<file path="src/rtl/uart_baud_frac.sv">
// Fractional-divider UART baud generator: shared oversample prescaler feeding
// independent TX (bit boundary) and RX (mid-bit) phase counters.
module uart_baud_frac #(
  parameter int DIV_W   = 12,
  parameter int FRAC_W  = 4,
  parameter int OSR     = 16,
  parameter int RST_INT = 339
) (
  input  logic              clk26m,
  input  logic              rstn,
  input  logic              tx_bps_en,
  input  logic              rx_bps_en,
  input  logic              div_wr,
  input  logic [DIV_W-1:0]  div_int,
  input  logic [FRAC_W-1:0] div_frac,
  output logic              div_busy,
  output logic              rx_os_tick,
  output logic              rx_bpsclk,
  output logic              tx_bpsclk
);

  localparam int OS_W = $clog2(OSR);
  localparam logic [OS_W-1:0]  OS_LAST = OS_W'(OSR - 1);
  localparam logic [OS_W-1:0]  OS_MID  = OS_W'(OSR / 2 - 1);
  localparam logic [DIV_W-1:0] RST_DIV = DIV_W'(RST_INT);

  function automatic logic [DIV_W:0] clamp_int(input logic [DIV_W-1:0] v);
    if (v < DIV_W'(2)) begin
      clamp_int = (DIV_W + 1)'(2);
    end else begin
      clamp_int = {1'b0, v};
    end
  endfunction

  logic [DIV_W-1:0]  r_act_int;
  logic [FRAC_W-1:0] r_act_frac;
  logic              r_pend;
  logic [DIV_W-1:0]  r_pend_int;
  logic [FRAC_W-1:0] r_pend_frac;
  logic              r_run;
  logic [DIV_W:0]    r_pcnt;
  logic [FRAC_W-1:0] r_facc;
  logic [OS_W-1:0]   r_tx_os;
  logic [OS_W-1:0]   r_rx_os;
  logic              r_tx_bpsclk;
  logic              r_rx_bpsclk;
  logic              r_rx_os_tick;

  logic              w_en_any;
  logic [FRAC_W:0]   w_fsum;
  logic [DIV_W:0]    w_per;
  logic              w_os;

  assign w_en_any = tx_bps_en | rx_bps_en;
  assign w_fsum   = {1'b0, r_facc} + {1'b0, r_act_frac};
  assign w_per    = clamp_int(r_act_int) + {{DIV_W{1'b0}}, w_fsum[FRAC_W]};
  // r_run keeps the first enabled cycle as a load cycle so a fresh start lasts a full P
  assign w_os     = w_en_any & r_run & (r_pcnt == (w_per - (DIV_W + 1)'(1)));

  // Divisor staging: writes land directly when idle, otherwise wait for both channels idle
  always_ff @(posedge clk26m or negedge rstn) begin
    if (!rstn) begin
      r_act_int   <= RST_DIV;
      r_act_frac  <= '0;
      r_pend      <= 1'b0;
      r_pend_int  <= '0;
      r_pend_frac <= '0;
    end else if (div_wr && !w_en_any) begin
      r_act_int   <= div_int;
      r_act_frac  <= div_frac;
      r_pend      <= 1'b0;
    end else if (div_wr) begin
      r_pend      <= 1'b1;
      r_pend_int  <= div_int;
      r_pend_frac <= div_frac;
    end else if (r_pend && !w_en_any) begin
      r_act_int   <= r_pend_int;
      r_act_frac  <= r_pend_frac;
      r_pend      <= 1'b0;
    end
  end

  // Shared prescaler with fractional accumulator
  always_ff @(posedge clk26m or negedge rstn) begin
    if (!rstn) begin
      r_run  <= 1'b0;
      r_pcnt <= '0;
      r_facc <= '0;
    end else begin
      r_run <= w_en_any;
      if (!w_en_any || !r_run) begin
        r_pcnt <= '0;
        if (!w_en_any) begin
          r_facc <= '0;
        end
      end else if (w_os) begin
        r_pcnt <= '0;
        r_facc <= w_fsum[FRAC_W-1:0];
      end else begin
        r_pcnt <= r_pcnt + (DIV_W + 1)'(1);
      end
    end
  end

  // Per-channel phase counters and registered strobes
  always_ff @(posedge clk26m or negedge rstn) begin
    if (!rstn) begin
      r_tx_os      <= '0;
      r_rx_os      <= '0;
      r_tx_bpsclk  <= 1'b0;
      r_rx_bpsclk  <= 1'b0;
      r_rx_os_tick <= 1'b0;
    end else begin
      if (!tx_bps_en) begin
        r_tx_os <= '0;
      end else if (w_os) begin
        r_tx_os <= (r_tx_os == OS_LAST) ? '0 : r_tx_os + OS_W'(1);
      end
      if (!rx_bps_en) begin
        r_rx_os <= '0;
      end else if (w_os) begin
        r_rx_os <= (r_rx_os == OS_LAST) ? '0 : r_rx_os + OS_W'(1);
      end
      r_tx_bpsclk  <= w_os & tx_bps_en & (r_tx_os == OS_LAST);
      r_rx_bpsclk  <= w_os & rx_bps_en & (r_rx_os == OS_MID);
      r_rx_os_tick <= w_os & rx_bps_en;
    end
  end

  assign div_busy   = r_pend;
  assign tx_bpsclk  = r_tx_bpsclk;
  assign rx_bpsclk  = r_rx_bpsclk;
  assign rx_os_tick = r_rx_os_tick;

endmodule

</file>
<file path="config.mk">
export PLATFORM = sky130hd
export DESIGN_NAME = uart_baud_frac
export DESIGN_NICKNAME = d
export VERILOG_FILES = /design/src/rtl/uart_baud_frac.sv
export SDC_FILE = /design/constraint.sdc
export NUM_CORES = 1
export LEC_CHECK = 0
export BUFFER_PORTS_ARGS = -buffer_cell sky130_fd_sc_hd__buf_2
export CAP_MARGIN = 30
export CORE_MARGIN = 2
export CORE_UTILIZATION = 25
export CTS_CLUSTER_SIZE = 20
export DETAILED_ROUTE_END_ITERATION = 16
export PLACE_DENSITY_LB_ADDON = 0.05
export RECOVER_POWER = 50
export SLEW_MARGIN = 20
export SYNTH_ARGS = -nofsm -noshare
export SYNTH_HDL_FRONTEND = slang
export SYNTH_SLANG_ARGS = --single-unit
</file>
<file path="constraint.sdc">
create_clock -name clk26m -period 3.88 [get_ports clk26m]
set_input_delay 0.388 -clock clk26m [delete_from_list [all_inputs] [get_ports clk26m]]
set_output_delay 0.388 -clock clk26m [all_outputs]
set_load 0.005 [all_outputs]
</file>
## Yosys cells after proc, flatten, opt, wreduce, memory -nomap -nowiden

Index checks and enable logic that the tools add are counted.

- Bits in registers: 62
- Input bits: 21
- Logic and storage cells: 68

- $add $sub $neg: 6
- Order comparisons: 1
- Eq/ne operators: 8
- Multiplexer cells: 21
- Bitwise operators: 8
- Reduce and logical (&&, ||, !) cells: 11

Operators with widths:

| kind | count |
|---|---|
| $mux W12 | 4 |
| $mux W4 | 12 |
| $mux W13 | 2 |
| $add A13 B1 Y13 | 1 |
| $add A13 B1 Y13 const B | 1 |
| $eq A13 B13 Y1 | 1 |
| $sub A13 B1 Y13 const B | 1 |
| $lt A12 B2 Y1 const B | 1 |
| $add A4 B1 Y4 const B | 2 |
| $eq A4 B4 Y1 const B | 2 |
| $and A1 B1 Y1 | 6 |
| $ne A2 B1 Y1 const B | 3 |
| $reduce_and A2 Y1 | 3 |
| $add A4 B4 Y5 | 1 |
| $eq A4 B3 Y1 const B | 1 |
| $reduce_bool A2 Y1 | 2 |
| $mux W1 | 3 |
| $reduce_bool A3 Y1 | 1 |
| $logic_and A1 B1 Y1 | 2 |
| $logic_not A1 Y1 | 2 |
| $ne A2 B2 Y1 const B | 1 |
| $logic_or A1 B1 Y1 | 1 |
| $not A1 Y1 | 1 |
| $or A1 B1 Y1 | 1 |

## Logic depth before layout (Yosys ltp)

Gate-level depths: netlist of the first run.

- Depth in word-level cells: 8
- Mapped depth: 16

## Worst setup path before layout of the first run

OpenSTA, ideal clock, no wires.

- Path type: flip-flop to flip-flop
- From: register r_act_int[9]
- To: register r_tx_os[3]
- Library setup time: 0.133 ns
- Arrival time: 3.788 ns
- Required time: 3.747 ns
- Path slack: -0.041 ns
- Cell stages (with the launch flop): 16
- Cells stage by stage: dfrtp_1 -> clkbuf_1 -> or4_1 -> nor4_1 -> inv_1 -> o21ai_0 -> ha_1 -> ha_1 -> inv_1 -> or3_1 -> a2111oi_2 -> o2111ai_1 -> a211o_1 -> buf_6 -> o311ai_2 -> o31ai_1

- Word-level cells in the longest chain between the ends: 7

Ends and longest elaborated chain:

| item | line | RTL |
|---|---|---|
| start: declaration | 35 | `logic [DIV_W-1:0] r_act_int;` |
| start signal: assignment | 69 | `r_act_int <= div_int;` |
| start signal: assignment | 77 | `r_act_int <= r_pend_int;` |
| $lt A12 B2 Y1 | 28 | `if (v < DIV_W'(2)) begin` |
| $mux W12 * | 28 |  |
| $add A13 B1 Y13 * | 56 | `assign w_per = clamp_int(r_act_int) + {{DIV_W{1'b0}}, w_fsum[FRAC_W]};` |
| $sub A13 B1 Y13 * | 58 | `assign w_os = w_en_any & r_run & (r_pcnt == (w_per - (DIV_W + 1)'(1)));` |
| $eq A13 B13 Y1 * | 58 |  |
| $and A1 B1 Y1 * | 58 |  |
| $ne A2 B1 Y1 (no line) * | - |  |
| end signal: assignment | 117 | `r_tx_os <= (r_tx_os == OS_LAST) ? '0 : r_tx_os + OS_W'(1);` |
| end: declaration | 43 | `logic [OS_W-1:0] r_tx_os;` |

Every way passes the cells marked *; elsewhere a longest branch is shown, timed or not.
A chain may end at the register's enable or synchronous reset.

## Worst setup path in the final report of the first run

- From: register r_act_int[4]
- To: register r_rx_os[3]

- Word-level cells in the longest chain between the ends: 7

Ends and longest elaborated chain:

| item | line | RTL |
|---|---|---|
| $lt A12 B2 Y1 | 28 |  |
| $mux W12 * | 28 |  |
| $add A13 B1 Y13 * | 56 |  |
| $sub A13 B1 Y13 * | 58 |  |
| $eq A13 B13 Y1 * | 58 |  |
| $and A1 B1 Y1 * | 58 |  |
| $ne A2 B1 Y1 (no line) * | - |  |
| end signal: assignment | 122 | `r_rx_os <= (r_rx_os == OS_LAST) ? '0 : r_rx_os + OS_W'(1);` |
| end: declaration | 44 | `logic [OS_W-1:0] r_rx_os;` |

Marked as above.

==> results of run 1 <==
==> layout by cell type, fill, tap and decap left out, types with 16 or more instances in the layout <==
master | synthesis | layout
a31oi_1 | 16 | 16
buf_2 | 1 | 22
buf_4 | 0 | 18
dfrtp_1 | 57 | 57
mux2_2 | 16 | 16
nand2_1 | 29 | 29
nor2_1 | 23 | 23
o21ai_0 | 20 | 17
==> per-layer routing <==
metal	wire length, microns	track usage (%)
met5	0	0
met1	4060	16.9
met3	252	2.49
met4	200	6.92
met2	3550	18.8
==> worst register-to-register path, stage by stage (launching register included) <==
cell       delay (ns)
dfstp_2          0.39
or4_4            0.58
nor4_4           0.25
inv_1            0.07
o21ai_1          0.13
ha_2             0.21
ha_1             0.17
inv_1            0.05
or3_1            0.41
a2111oi_4        0.32
o2111ai_2        0.21
a211o_4          0.38
o311ai_1         0.27
o31ai_1          0.11
==> worst paths after layout <==
path | start | end | slack (ns) | depth (start not counted)
hold reg to reg | r_act_int[0] | r_act_int[0] | 0.48 | 2
setup reg to reg | r_act_int[4] | r_rx_os[3] | 0.21 | 13
min in group asynchronous | rstn | r_pcnt[4] | 0.62 | 1
max in group asynchronous | rstn | r_act_frac[1] | 0.90 | 2
setup / recovery | r_act_int[4] | r_rx_os[3] | 0.21 | 13
hold / removal | div_int[9] | r_pend_int[9] | 0.29 | 2
==> registers in the layout, indices dropped and copies added (netlist names) <==
name,count
div_busy,1
r_act_frac,4
r_pend_int,12
r_pcnt,13
r_pend_frac,4
r_tx_os,4
r_rx_os,4
rx_os_tick,1
rx_bpsclk,1
tx_bpsclk,1
r_run,1
r_facc,4
r_act_int,12
==> power by group through the flow <==
| stage | registers, uW | logic (uW) | clock network [uW] |
|---|---|---|---|
| 2_1_floorplan | 769 | 223 | 0 |
| 3_3_place_gp | 782 | 339 | 0 |
| 3_5_place_dp | 783 | 338 | 0 |
| 4_1_cts | 772 | 339 | 876 |
| 5_1_grt | 786 | 397 | 900 |
| 6_report | 772 | 351 | 845 |
==> cell type report <==
type / count / area, sq um / area share, %
Clock buffer: 13 / 240 / 5.87
Clock inverter: 2 / 60.1 / 1.47
Inverter: 15 / 56.3 / 1.38
Multi-Input combinational cell: 242 / 1680 / 41.1
Sequential cell: 62 / 1560 / 38.1
Tap cell: 176 / 220 / 5.38
Timing Repair Buffer: 44 / 277 / 6.76
==> kinds of logic (layout without fill, tap and decap cells) <==
| group | Yosys count | in the layout | synth area share (%) |
|---|---|---|---|
| buffers and inverters | 30 | 74 | 3.90 |
| adders and majority gates | 10 | 10 | 4.01 |
| AOI/OAI and AO/OA | 77 | 77 | 15.1 |
| muxes | 16 | 16 | 5.45 |
| DFF | 62 | 62 | 47.1 |
| xor gates and xnor gates | 28 | 28 | 7.42 |
| and+or+nand+nor | 111 | 111 | 17.0 |
==> repair_timing <==
item	in CTS	in global routing
hold buffers	0	0
setup endpoints to repair	0	26
resized for setup	0	13
==> through the flow <==
stage	cell area, sq um	TNS (ns)
after floorplan	3310	0
after global placement	3730	0
after detailed placement	3730	0
after CTS	4040	0
after global routing	4090	-0.00424
final	4090	0
==> impl_metrics.csv, run 1 <==
group,metric,value,unit
synthesis,yosysTopAreaCell,"dfrtp_1",
pwr,power,1970,uW
global_route,grt_max_degree,34,
worst_hold_path,hold_class,"input pin to flop",
route,wl,8060,microns
placed_design,dp_hpwl,5660,microns
worst_setup_path,critPathMaxStageDelay,0.58,ns
timing,setup-violations-final,0,
pwr,p_per_area,481,nW/um^2
synthesis,yosysSeqAreaShare,47.1,%
worst_setup_path,crit_required,4.09,ns
global_route,grt_pass1_vias,2581,
synthesis,ys_async_sr_fraction,100,%
global_route,track_usage,12.5,%
timing,finalCritPeriodShare,94.5,%
synthesis,synth_top_area_share,43.1,%
floorplanning,core_area,13100,sq um
cts,clkLatencyLatePin,0.34,ns
pwr,pwr-share-seq,39.2,%
timing,finalHoldViolations,0,
cts,cts_setup_buffers,0,
timing,finClkSkew,0.00919,ns
timing,whs,0.293,ns
placed_design,preCtsSetupSlack,0.0806,ns
pwr,swShare,26.8,%
pwr,ir_drop,0.191,mV
timing,relSlewSlack,-34.3,%
floorplanning,start_util,25.3,%
placed_design,gp_congestion,0.792,
route,drtIter0Drc,122,
worst_setup_path,crit_family,"compound AO/OA/AOI/OAI gates",
synthesis,syn-cell-area,3310,sq um
pwr,leakagePower,0.00171,uW
cells_and_area,n_antenna_cell,0,
timing,period_minus_slack,3.67,ns
route,ant_nets,0,
cells_and_area,n_fill_cell,1354,
synthesis,syn_avg_cell_area,9.90,sq um
cts,clock-root-buffer,"clkbuf_16",
worst_setup_path,startpoint_type,"flop",
route,via_count,2538,
synthesis,synthCells,334,
floorplanning,die_w,119,microns
cts,clock_path_buffers,2,
floorplanning,dieArea,14200,sq um
worst_setup_path,end_kind,"flop",
synthesis,yosys-top-cells-count,"57 x dfrtp_1, 29 x nand2_1, 23 x nor2_1",
pwr,comb_power_share,17.8,%
run_status,failed_checks,"capacitance limit, slew limit",
synthesis,synth_edf_count,0,
pwr,power.net_switching,528,uW
worst_setup_path,cp_common_cell,"inv_1",
synthesis,ys_warn_count,0,
run,max-cap-violations,2,
placed_design,portBuffers,24,
worst_setup_path,path_cells,"or4_4 > nor4_4 > inv_1 > o21ai_1 > ha_2 > ha_1 > inv_1 > or3_1 > a2111oi_4 > o2111ai_2 > a211o_4 > o311ai_1 > o31ai_1",
global_route,antenna_found_initial,0,
floorplanning,num_rows,42,
timing,setup_slack,0.212,ns
cts,cts_tree,"yes",
cts,cts.clk_slew.worst_paths,0.05,ns
timing,tightest_slew,2.01,ns
timing,drv_slew,65,
cells_and_area,utilization,31.3,%
cells_and_area,area_growth,23.8,%
cells_and_area,drive_gt1_share,22.0,%
global_route,grt_pass1_wl,13800,microns
worst_setup_path,crit_type,"flop to flop",
synthesis,ys.flop_type,"dfrtp_1",
worst_setup_path,cp.arrival,3.87,ns
synthesis,ys_types,46,
route,drc,0,
route,wl_per_cell,14.6,microns
synthesis,yosysMostFrequentCell,"dfrtp_1",
synthesis,syn_nets,365,
synthesis,ys_seq_elements,62,
cts,numCtsBuffers,9,
placed_design,dp_cells,538,
worst_setup_path,crit_buf_inv,2,
worst_setup_path,slowest_stage,"or4_4",
pwr,p_int,1440,uW
worst_setup_path,path_max_fanout,6,
pwr,pwr-share-clk,42.9,%
timing,fmax,273,MHz
cts,h-tree-depth,3,
global_route,grt_overflow,0,
route,first_pass_iters,4,
floorplanning,io_pins,25,
cells_and_area,nNetsFinal,405,
cells_and_area,instances_no_fill,554,
run_status,status,"complete, but fails checks",
route,drt-vias-per-instance,4.58,
floorplanning,die_h,119,microns
synthesis,netlist_top_cells_area,"dfrtp_1 43%, mux2_2 5.5%, dfstp_2 4.0%",
cts,clock_sinks,62,
Power figures use the tool's default switching activity.
==> inputs of run 2 (changes only) <==
--- a/config.mk
+++ b/config.mk
@@ -11,9 +11,10 @@
 export CORE_UTILIZATION = 25
 export CTS_CLUSTER_SIZE = 20
 export DETAILED_ROUTE_END_ITERATION = 16
-export PLACE_DENSITY_LB_ADDON = 0.05
+export PLACE_DENSITY_LB_ADDON = 0.08
 export RECOVER_POWER = 50
 export SLEW_MARGIN = 20
 export SYNTH_ARGS = -nofsm -noshare
 export SYNTH_HDL_FRONTEND = slang
 export SYNTH_SLANG_ARGS = --single-unit
+export TNS_END_PERCENT = 100
==> constraint.sdc (replaced) <==
create_clock -name clk26m -period 3.7 [get_ports clk26m]
set_input_delay 0.37 -clock clk26m [delete_from_list [all_inputs] [get_ports clk26m]]
set_output_delay 0.37 -clock clk26m [all_outputs]
set_load 0.005 [all_outputs]
==> run 2 against run 1 <==
Effect of this change:
- the run still ends with capacitance limit, slew limit left
- largest cell class unchanged
- power rose by 4.8%
- clock skew down 0.0028 ns
- critical path depth increased by 1
==> impl_metrics.csv, run 2 (synthesized netlist as in run 1, its figures left out) <==
group,metric,value,unit
worst_setup_path,startpoint_type,"flop",
global_route,grt_max_degree,28,
run_status,status,"complete, but fails checks",
worst_setup_path,crit_required,3.92,ns
timing,fmax,282,MHz
cts,numCtsBuffers,9,
cells_and_area,utilization,31.9,%
global_route,antenna_found_initial,0,
pwr,pwr-share-seq,39.2,%
run,max-cap-violations,1,
pwr,power.net_switching,574,uW
timing,period_minus_slack,3.54,ns
floorplanning,dieArea,14200,sq um
worst_setup_path,r2r_slack,0.16,ns
placed_design,dp_hpwl,5790,microns
timing,tns,0,ns
timing,finalHoldViolations,0,
worst_setup_path,critPathMaxStageDelay,0.54,ns
cells_and_area,drive_gt1_share,25.6,%
worst_hold_path,hold_class,"input pin to flop",
timing,tightest_slew,1.59,ns
floorplanning,core_area,13100,sq um
route,drtIter0Drc,115,
cts,cts_tree,"yes",
cts,clock_sinks,62,
floorplanning,num_rows,42,
route,via_count,2586,
pwr,pwr-share-clk,42.1,%
pwr,comb_power_share,18.7,%
worst_setup_path,slowest_stage,"or4_4",
cells_and_area,area_growth,26.2,%
cts,cts.clk_slew.worst_paths,0.06,ns
global_route,grt_pass1_vias,2639,
timing,whs,0.270,ns
route,wl,8140,microns
cells_and_area,nNetsFinal,409,
worst_setup_path,path_cells,"or4_4 > nor4_4 > inv_1 > o21ai_2 > ha_2 > ha_2 > xor2_1 > nand4_1 > a2111oi_4 > o2111ai_2 > a211o_4 > buf_4 > o21ai_0 > a21oi_1",
timing,setup-violations-final,0,
placed_design,gp_congestion,0.770,
timing,finClkSkew,0.00642,ns
pwr,p_int,1490,uW
floorplanning,die_h,119,microns
cells_and_area,largest_reg_flops,13,
pwr,swShare,27.8,%
worst_setup_path,r2r-start,"r_act_int[5]",
worst_setup_path,crit_buf_inv,2,
cts,h-tree-depth,3,
timing,relSlewSlack,-5.96,%
worst_setup_path,cp_common_cell,"ha_2",
cts,cts_hold_buf,0,
cells_and_area,n_fill_cell,1362,
cts,clock_path_buffers,2,
floorplanning,die_w,119,microns
cells_and_area,regMostFlops,"r_pcnt",
cells_and_area,final_cell_mix,"57 x dfrtp_1, 29 x nand2_1, 23 x nor2_1, 23 x buf_2, 20 x buf_4",
cells_and_area,final_common_cell,"dfrtp_1",
route,drt-vias-per-instance,4.63,
cells_and_area,post-route-cell-area,4170,sq um
worst_setup_path,crit_type,"flop to flop",
run_status,failed_checks,"capacitance limit, slew limit",
global_route,grt_overflow,0,
worst_setup_path,end_kind,"flop",
pwr,power,2060,uW
route,ant_nets,0,
worst_setup_path,cp.arrival,3.76,ns
route,wl_per_cell,14.6,microns
placed_design,placed_cell_area,3780,sq um
route,drc,0,
pwr,p_per_area,495,nW/um^2
route,first_pass_iters,6,
global_route,grt_pass1_wl,13800,microns
cells_and_area,reg.largest.list,"r_pcnt (13), r_act_int (12), r_pend_int (12)",
pwr,leakagePower,0.00174,uW
worst_setup_path,crit_family,"compound AO/OA/AOI/OAI gates",
floorplanning,start_util,25.3,%
worst_setup_path,cp-startpoint,"r_act_int[5]",
cts,clkLatencyLatePin,0.34,ns
global_route,track_usage,12.6,%
floorplanning,io_pins,25,
pwr,ir_drop,0.247,mV
timing,finalCritPeriodShare,95.7,%
placed_design,portBuffers,24,
cells_and_area,n_antenna_cell,0,
timing,drv_slew,28,
cts,clock-root-buffer,"clkbuf_16",
worst_hold_path,hold_start,"div_int[9]",
worst_setup_path,path_max_fanout,7,
[run 2: area by class of cell]
cell class / count / area, sq um / area share (%)
repair buffers: 48 / 308 / 7.38
clock buffers: 13 / 260 / 6.24
well taps: 176 / 220 / 5.28
clock inverters: 3 / 42.5 / 1.02
flip-flops and latches: 62 / 1560 / 37.3
inverters: 15 / 56.3 / 1.35
multi-input cells: 242 / 1730 / 41.4
[run 2: stage by stage]
step | worst slack (ns) | cells
after floorplan | 0.00854 | 334
after global placement | 0.0582 | 542
after detailed placement | -0.0157 | 542
after CTS | 0.00745 | 559
after global routing | -0.0430 | 559
final | 0.159 | 559
[run 2: path summary, 6_finish.rpt]
kind | end | cells after the start
worst min-delay path | r_pend_int[9] | 2
max in group asynchronous | r_pend_int[4] | 2
worst max-delay path | r_rx_os[2] | 14
worst min register to register | r_act_int[0] | 2
min in group asynchronous | r_rx_os[3] | 1
worst max register to register | r_rx_os[2] | 14
[run 2: power by group through the flow]
stage | Clock (uW) | Combinational [uW] | Sequential [uW]
floorplan | 0 | 240 | 808
global placement | 0 | 370 | 818
detailed placement | 0 | 371 | 820
CTS | 897 | 373 | 808
global route | 924 | 435 | 819
finish | 869 | 387 | 809
[run 2: timing repair]
item | CTS | global route
buffers inserted | 1 | 0
cloned | 0 | 0
pin swaps | 2 | 4
endpoints found under the setup margin | 1 | 28
resized for setup | 5 | 12
[run 2: layer usage]
layer	share of wire (%)	vias up	GRT usage, %	wire, microns
met3	2.5	13	2.87	203
met5	0	-	0	0
met1	50	1249	16.6	4090
li1	-	1292	-	-
met4	2.5	0	7.07	201
met2	45	32	19.0	3650
